$ cat src/rtl/pcpi_arbiter.sv
// PCPI arbiter: decodes a CPU coprocessor request and forwards it to a MUL, DIV or
// generic extension port. It returns the chosen port's result, or pulses a timeout if none claims it.
module pcpi_arbiter #(
    parameter bit          ENABLE_MUL     = 1'b1,
    parameter bit          ENABLE_DIV     = 1'b1,
    parameter bit          ENABLE_EXT     = 1'b1,
    parameter int unsigned TIMEOUT_CYCLES = 16
) (
    input  logic        clk,
    input  logic        reset,

    input  logic        pcpi_valid,
    input  logic [31:0] pcpi_insn,
    input  logic [31:0] pcpi_rs1,
    input  logic [31:0] pcpi_rs2,
    output logic        pcpi_wr,
    output logic [31:0] pcpi_rd,
    output logic        pcpi_wait,
    output logic        pcpi_ready,
    output logic        pcpi_timeout,

    output logic [31:0] co_insn,
    output logic [31:0] co_rs1,
    output logic [31:0] co_rs2,

    output logic        mul_valid,
    input  logic        mul_wr,
    input  logic [31:0] mul_rd,
    input  logic        mul_wait,
    input  logic        mul_ready,

    output logic        div_valid,
    input  logic        div_wr,
    input  logic [31:0] div_rd,
    input  logic        div_wait,
    input  logic        div_ready,

    output logic        ext_valid,
    input  logic        ext_wr,
    input  logic [31:0] ext_rd,
    input  logic        ext_wait,
    input  logic        ext_ready
);

    typedef enum logic [1:0] {StIdle, StRun, StDone, StDrain} state_e;
    typedef enum logic [1:0] {TgtNone, TgtMul, TgtDiv, TgtExt} target_e;

    localparam logic [7:0] TimeoutVal = 8'(TIMEOUT_CYCLES);

    state_e      state_q, state_d;
    target_e     target_q, target_d;
    target_e     dec_target;
    logic [31:0] insn_q, insn_d, rs1_q, rs1_d, rs2_q, rs2_d;
    logic [31:0] rd_q, rd_d;
    logic        wr_q, wr_d;
    logic        wait_q, wait_d;
    logic        timeout_q, timeout_d;
    logic [7:0]  cnt_q, cnt_d, cnt_inc;
    logic        is_mdu;

    logic        sel_wait, sel_ready, sel_wr;
    logic [31:0] sel_rd;

    always_comb begin
        is_mdu = (pcpi_insn[6:0] == 7'b0110011) && (pcpi_insn[31:25] == 7'b0000001);
        if (is_mdu && !pcpi_insn[14] && ENABLE_MUL) begin
            dec_target = TgtMul;
        end else if (is_mdu && pcpi_insn[14] && ENABLE_DIV) begin
            dec_target = TgtDiv;
        end else if (ENABLE_EXT) begin
            dec_target = TgtExt;
        end else begin
            dec_target = TgtNone;
        end
    end

    // Only the latched target is ever listened to; the other ports are ignored.
    always_comb begin
        sel_wait  = 1'b0;
        sel_ready = 1'b0;
        sel_wr    = 1'b0;
        sel_rd    = '0;
        unique case (target_q)
            TgtMul: begin
                sel_wait  = mul_wait;
                sel_ready = mul_ready;
                sel_wr    = mul_wr;
                sel_rd    = mul_rd;
            end
            TgtDiv: begin
                sel_wait  = div_wait;
                sel_ready = div_ready;
                sel_wr    = div_wr;
                sel_rd    = div_rd;
            end
            TgtExt: begin
                sel_wait  = ext_wait;
                sel_ready = ext_ready;
                sel_wr    = ext_wr;
                sel_rd    = ext_rd;
            end
            default: ;
        endcase
    end

    assign cnt_inc = (cnt_q == 8'hFF) ? cnt_q : cnt_q + 8'd1;

    always_comb begin
        state_d   = state_q;
        target_d  = target_q;
        insn_d    = insn_q;
        rs1_d     = rs1_q;
        rs2_d     = rs2_q;
        rd_d      = rd_q;
        wr_d      = wr_q;
        wait_d    = wait_q;
        cnt_d     = cnt_q;
        timeout_d = 1'b0;

        unique case (state_q)
            StIdle: begin
                if (pcpi_valid) begin
                    insn_d   = pcpi_insn;
                    rs1_d    = pcpi_rs1;
                    rs2_d    = pcpi_rs2;
                    target_d = dec_target;
                    cnt_d    = '0;
                    wait_d   = 1'b0;
                    state_d  = StRun;
                end
            end
            StRun: begin
                // Priority: CPU abort, then completion, then timeout.
                if (!pcpi_valid) begin
                    wait_d  = 1'b0;
                    state_d = StIdle;
                end else if (sel_ready) begin
                    rd_d    = sel_rd;
                    wr_d    = sel_wr;
                    wait_d  = 1'b0;
                    state_d = StDone;
                end else begin
                    wait_d = wait_q | sel_wait;
                    if (!wait_q) begin
                        cnt_d = cnt_inc;
                    end
                    if (!wait_q && !sel_wait && (cnt_inc == TimeoutVal)) begin
                        timeout_d = 1'b1;
                        wr_d      = 1'b0;
                        wait_d    = 1'b0;
                        state_d   = StDrain;
                    end
                end
            end
            StDone: begin
                state_d = StDrain;
            end
            StDrain: begin
                if (!pcpi_valid) begin
                    state_d = StIdle;
                end
            end
            default: state_d = StIdle;
        endcase
    end

    always_ff @(posedge clk) begin
        if (reset) begin
            state_q   <= StIdle;
            target_q  <= TgtNone;
            insn_q    <= '0;
            rs1_q     <= '0;
            rs2_q     <= '0;
            rd_q      <= '0;
            wr_q      <= 1'b0;
            wait_q    <= 1'b0;
            timeout_q <= 1'b0;
            cnt_q     <= '0;
        end else begin
            state_q   <= state_d;
            target_q  <= target_d;
            insn_q    <= insn_d;
            rs1_q     <= rs1_d;
            rs2_q     <= rs2_d;
            rd_q      <= rd_d;
            wr_q      <= wr_d;
            wait_q    <= wait_d;
            timeout_q <= timeout_d;
            cnt_q     <= cnt_d;
        end
    end

    assign mul_valid    = (state_q == StRun) && (target_q == TgtMul);
    assign div_valid    = (state_q == StRun) && (target_q == TgtDiv);
    assign ext_valid    = (state_q == StRun) && (target_q == TgtExt);
    assign pcpi_ready   = (state_q == StDone);
    assign pcpi_wait    = wait_q;
    assign pcpi_timeout = timeout_q;
    assign pcpi_rd      = rd_q;
    assign pcpi_wr      = wr_q;
    assign co_insn      = insn_q;
    assign co_rs1       = rs1_q;
    assign co_rs2       = rs2_q;

endmodule

$ cat config.mk
export PLATFORM = sky130hd
export DESIGN_NAME = pcpi_arbiter
export DESIGN_NICKNAME = d
export VERILOG_FILES = /design/src/rtl/pcpi_arbiter.sv
export SDC_FILE = /design/constraint.sdc
export NUM_CORES = 1
export LEC_CHECK = 0
export ABC_CLOCK_PERIOD_IN_PS = 2620
export BUFFER_PORTS_ARGS = -buffer_cell sky130_fd_sc_hd__buf_2
export CORE_AREA = 5 5 130 132
export DETAILED_ROUTE_END_ITERATION = 10
export DIE_AREA = 0 0 135 137
export PLACE_DENSITY = 0.79
export SKIP_CTS_REPAIR_TIMING = 1
export SYNTH_ARGS = -nofsm -noshare
export SYNTH_HDL_FRONTEND = slang
export SYNTH_SLANG_ARGS = --single-unit
$ cat constraint.sdc
create_clock -name clk -period 2.62 [get_ports clk]
set_clock_uncertainty 0.15 [all_clocks]
set_input_delay 0.262 -clock clk [delete_from_list [all_inputs] [get_ports clk]]
set_output_delay 0.262 -clock clk [all_outputs]
set_load 0.05 [all_outputs]
==> key figures <==
Die
  – DIE AREA: 18500 sq um
  – Rows: 46
  – Die height: 137 microns
  – Starting Density: 38.1%
  – Core area: 15600 sq um
  – Die width: 135 microns
  – Boundary pin count: 339

Drt
  – Final ANT Viol Nets: 0
  – Pre-Repair DR Iteration Count: 5
  – DRC violations left: 0
  – Final wirelength: 22.6 mm
  – Iter 0 DRT Violations: 407
  – Routed via count: just under 7k
  – Via density: 5.07
  – Per-cell routed wire length: 16.6 microns

Layout
  – Ant diodes: 0
  – Final Net Count: 1340
  – Most frequent cells in the layout: buf_2, nand2_1, dfxtp_1
  – Share of cells above drive strength 1: 37.2%
  – Fillers: 1279
  – Syn-to-layout area delta: 57.6%
  – Count of non-filler cells in the finished layout: between 1k and 1.5k
  – Commonest non-fill, non-tap cell in the layout: buf_2

GRT
  – Vias in the first global route: approximately 5.9k
  – Initial antenna violation count: 0
  – Total track usage: between 20% and 30%
  – Pin count of the biggest net entering global routing: 79
  – First-pass GRT wire length: 29.7 mm
  – Grt total ovfl: 0

Timing
  – Final Slew Violations: 0
  – Setup tns final: 0 ns
  – Slew margin rel.: 58.8%
  – Hold Fails Final Rpt: 0
  – RSZ-0062 raised after global routing: no
  – Tcrit/Tclk final: 91.9%
  – Max Clk Rate: 0.415 GHz
  – Min Tclk post-route: 2.41 ns
  – Fin Hold WS: 0.000591 ns
  – Final setup fails: 0
  – Worst-Margin Slew: 0.618 ns

Logic synthesis
  – Register area share after synthesis: between 40 and 50%
  – Largest cells by area after synthesis: dfxtp_1, nand2_1, a21oi_1
  – Commonest register cell after synthesis: dfxtp_1
  – Post-Syn Area: 5940 sq um
  – Post-synthesis area per instance: 8.20 sq um
  – Top cell type's share of synthesized area: 48.2%
  – Post-synthesis cell type count: between 50 and 60
  – Synth warn: 0
  – Yosys reg bits: approximately 140
  – Instance count of the mapped netlist: between 700 and 800
  – Post-synth EDFFs: 0
  – Syn nets: 929
  – Area leader, netlist: dfxtp_1
  – Post-synth ARST share: 0%

Critical path
  – Crit path depth: 4
  – Worst setup SP type: flop
  – Critical Path RT: between 2 and 2.5 ns
  – Worst r2r dst: pcpi_rd[23]$_SDFFE_PP0P_
  – Most common cell on crit path: buf_4
  – Reg-to-reg startpoint: target_q[0]$_SDFFE_PP0P_
  – CP max-delay cell: dfxtp_2
  – Buf+Inv Stages, Crit Path: 3
  – Reg-to-reg slack, setup: 0.38 ns
  – Crit path capture: ext_valid
  – CP Cell Sequence: buf_4 > buf_4 > and3_1 > buf_2
  – Critical Path AT: 2.00 ns
  – Crit path from: target_q[0]$_SDFFE_PP0P_
  – Worst R2R Path Depth: 5
  – Max incr delay on CP: between 0.4 and 0.5 ns
  – CP Max Fanout: 21
  – Crit path max-delay family: buffers and inverters
  – Crit. End Element: output port
  – Critical Setup Path Class: reg -> out

Hold path
  – Cells on Worst Hold Path: 3
  – Hold Path Class: in -> reg

CTS
  – H-tree depth: 4
  – Num CTS Buffers: 17
  – Clk pin slew, worst setup/hold paths: 0.06 ns
  – Worst-case clock buffer depth: 2
  – Sink Count: 143
  – Worst-skew pair later-pin latency: 0.41 ns
  – CTS tree: built
  – CTS Root Cell: clkbuf_16

Power and ir drop
  – Pwr Density: around 650 nW/um^2
  – Worst vdd ir: 0.418 mV
  – Leak pwr: approximately 4.3 nW

Placed design
  – Routability cong.: 0.882
  – Cells after DPL: around 1.2k
  – Hpwl dp: 14.9 mm
  – IO Port Bufs: 338

Run status
  – Status: complete, no violations

Flow run
  – Max cap viols: 0
worst reg2reg max path: cells and delay by family (launching register included):
family          cells  cell delay (ns)
flops               1             0.47
simple gates        2             0.58
compound gates      2             0.69
mux                 1             0.22
flip-flops by register name, summed over array words and instances, names as in the netlist, named ones only:
register and cells:
co_rs2 32, pcpi_wait 1, target_q 2, cnt_q 8, state_q 1, co_rs1 32, pcpi_wr 1, pcpi_timeout 1
co_insn 32, pcpi_rd 32
per-layer routing:
| metal | global-route usage (%) | share of wire [%] | up-vias |
|---|---|---|---|
| met2 | 34.9 | 50 | 363 |
| li1 | - | - | 3310 |
| met5 | 0 | 0 | - |
| met1 | 21.9 | 37 | 3184 |
| met3 | 7.87 | 10 | 56 |
| met4 | 8.29 | 3.2 | 0 |
power breakdown:
part           leakage, nW  internal [mW]  switching [mW]
Sequential            1.17           2.28          0.0647
Clock                0.291           1.53           0.959
Combinational         2.83          0.436           0.773
Total                 4.29           4.25            1.80
cell type report:
type | count | area (sq um) | share of cell area, %
clock buffers | 20 | 447 | 4.77
flip-flops and latches | 143 | 2860 | 30.6
well taps | 216 | 270 | 2.89
clock inverters | 12 | 159 | 1.70
inverters | 3 | 11.3 | 0.120
multi-input cells | 519 | 2800 | 29.9
repair buffers | 451 | 2810 | 30.0
cell usage after synthesis, drive strengths merged (2+ instances only):
library cell	n
mux2	31
a211oi	4
a31oi	2
nor2b	4
inv	3
o21ai	8
and2	2
nor2	39
a21oi	105
nor4	2
mux2i	5
xnor2	2
nand4	4
nand2	213
and3	3
and4	2
o21a	2
a221oi	29
nor3	34
or3	2
dfxtp	143
nand3	3
a22o	2
o211ai	4
buf	23
clkbuf	36
stage by stage:
step | setup slack, ns | instance area (sq um) | power, mW | utilization [%]
after floorplan | 0.423 | 5940 | 3.11 | -
after global placement | 0.543 | 7780 | 3.46 | 49.9
after detailed placement | 0.441 | 7780 | 3.47 | 49.9
after CTS | 0.191 | 8390 | 5.97 | 53.8
after global routing | 0.117 | 9360 | 6.28 | 60.0
final | 0.213 | 9360 | 6.05 | 60.0
cells by family after synthesis:
kind of cell	Yosys count	synth area share (%)
AO/OA/AOI/OAI	163	17.1
XOR/XNOR	3	0.443
adder cells (fa/ha/maj)	1	0.211
buffers and inverters	62	4.85
flip-flops	143	48.2
multiplexers	36	6.78
AND/OR/NAND/NOR	316	22.4
worst min-delay path by stage:
stage | startpoint | endpoint
3_3_place_gp | co_rs1[18]$_SDFFE_PP0P_ | co_rs1[18]$_SDFFE_PP0P_
3_5_place_dp | co_insn[31]$_SDFFE_PP0P_ | co_insn[31]$_SDFFE_PP0P_
6_report | mul_rd[21] | pcpi_rd[21]$_SDFFE_PP0P_
4_1_cts | pcpi_rs1[14] | co_rs1[14]$_SDFFE_PP0P_
2_1_floorplan | pcpi_rs2[17] | co_rs2[17]$_SDFFE_PP0P_
5_1_grt | mul_rd[4] | pcpi_rd[4]$_SDFFE_PP0P_
Note: power is estimated with default switching activity, not from simulation.
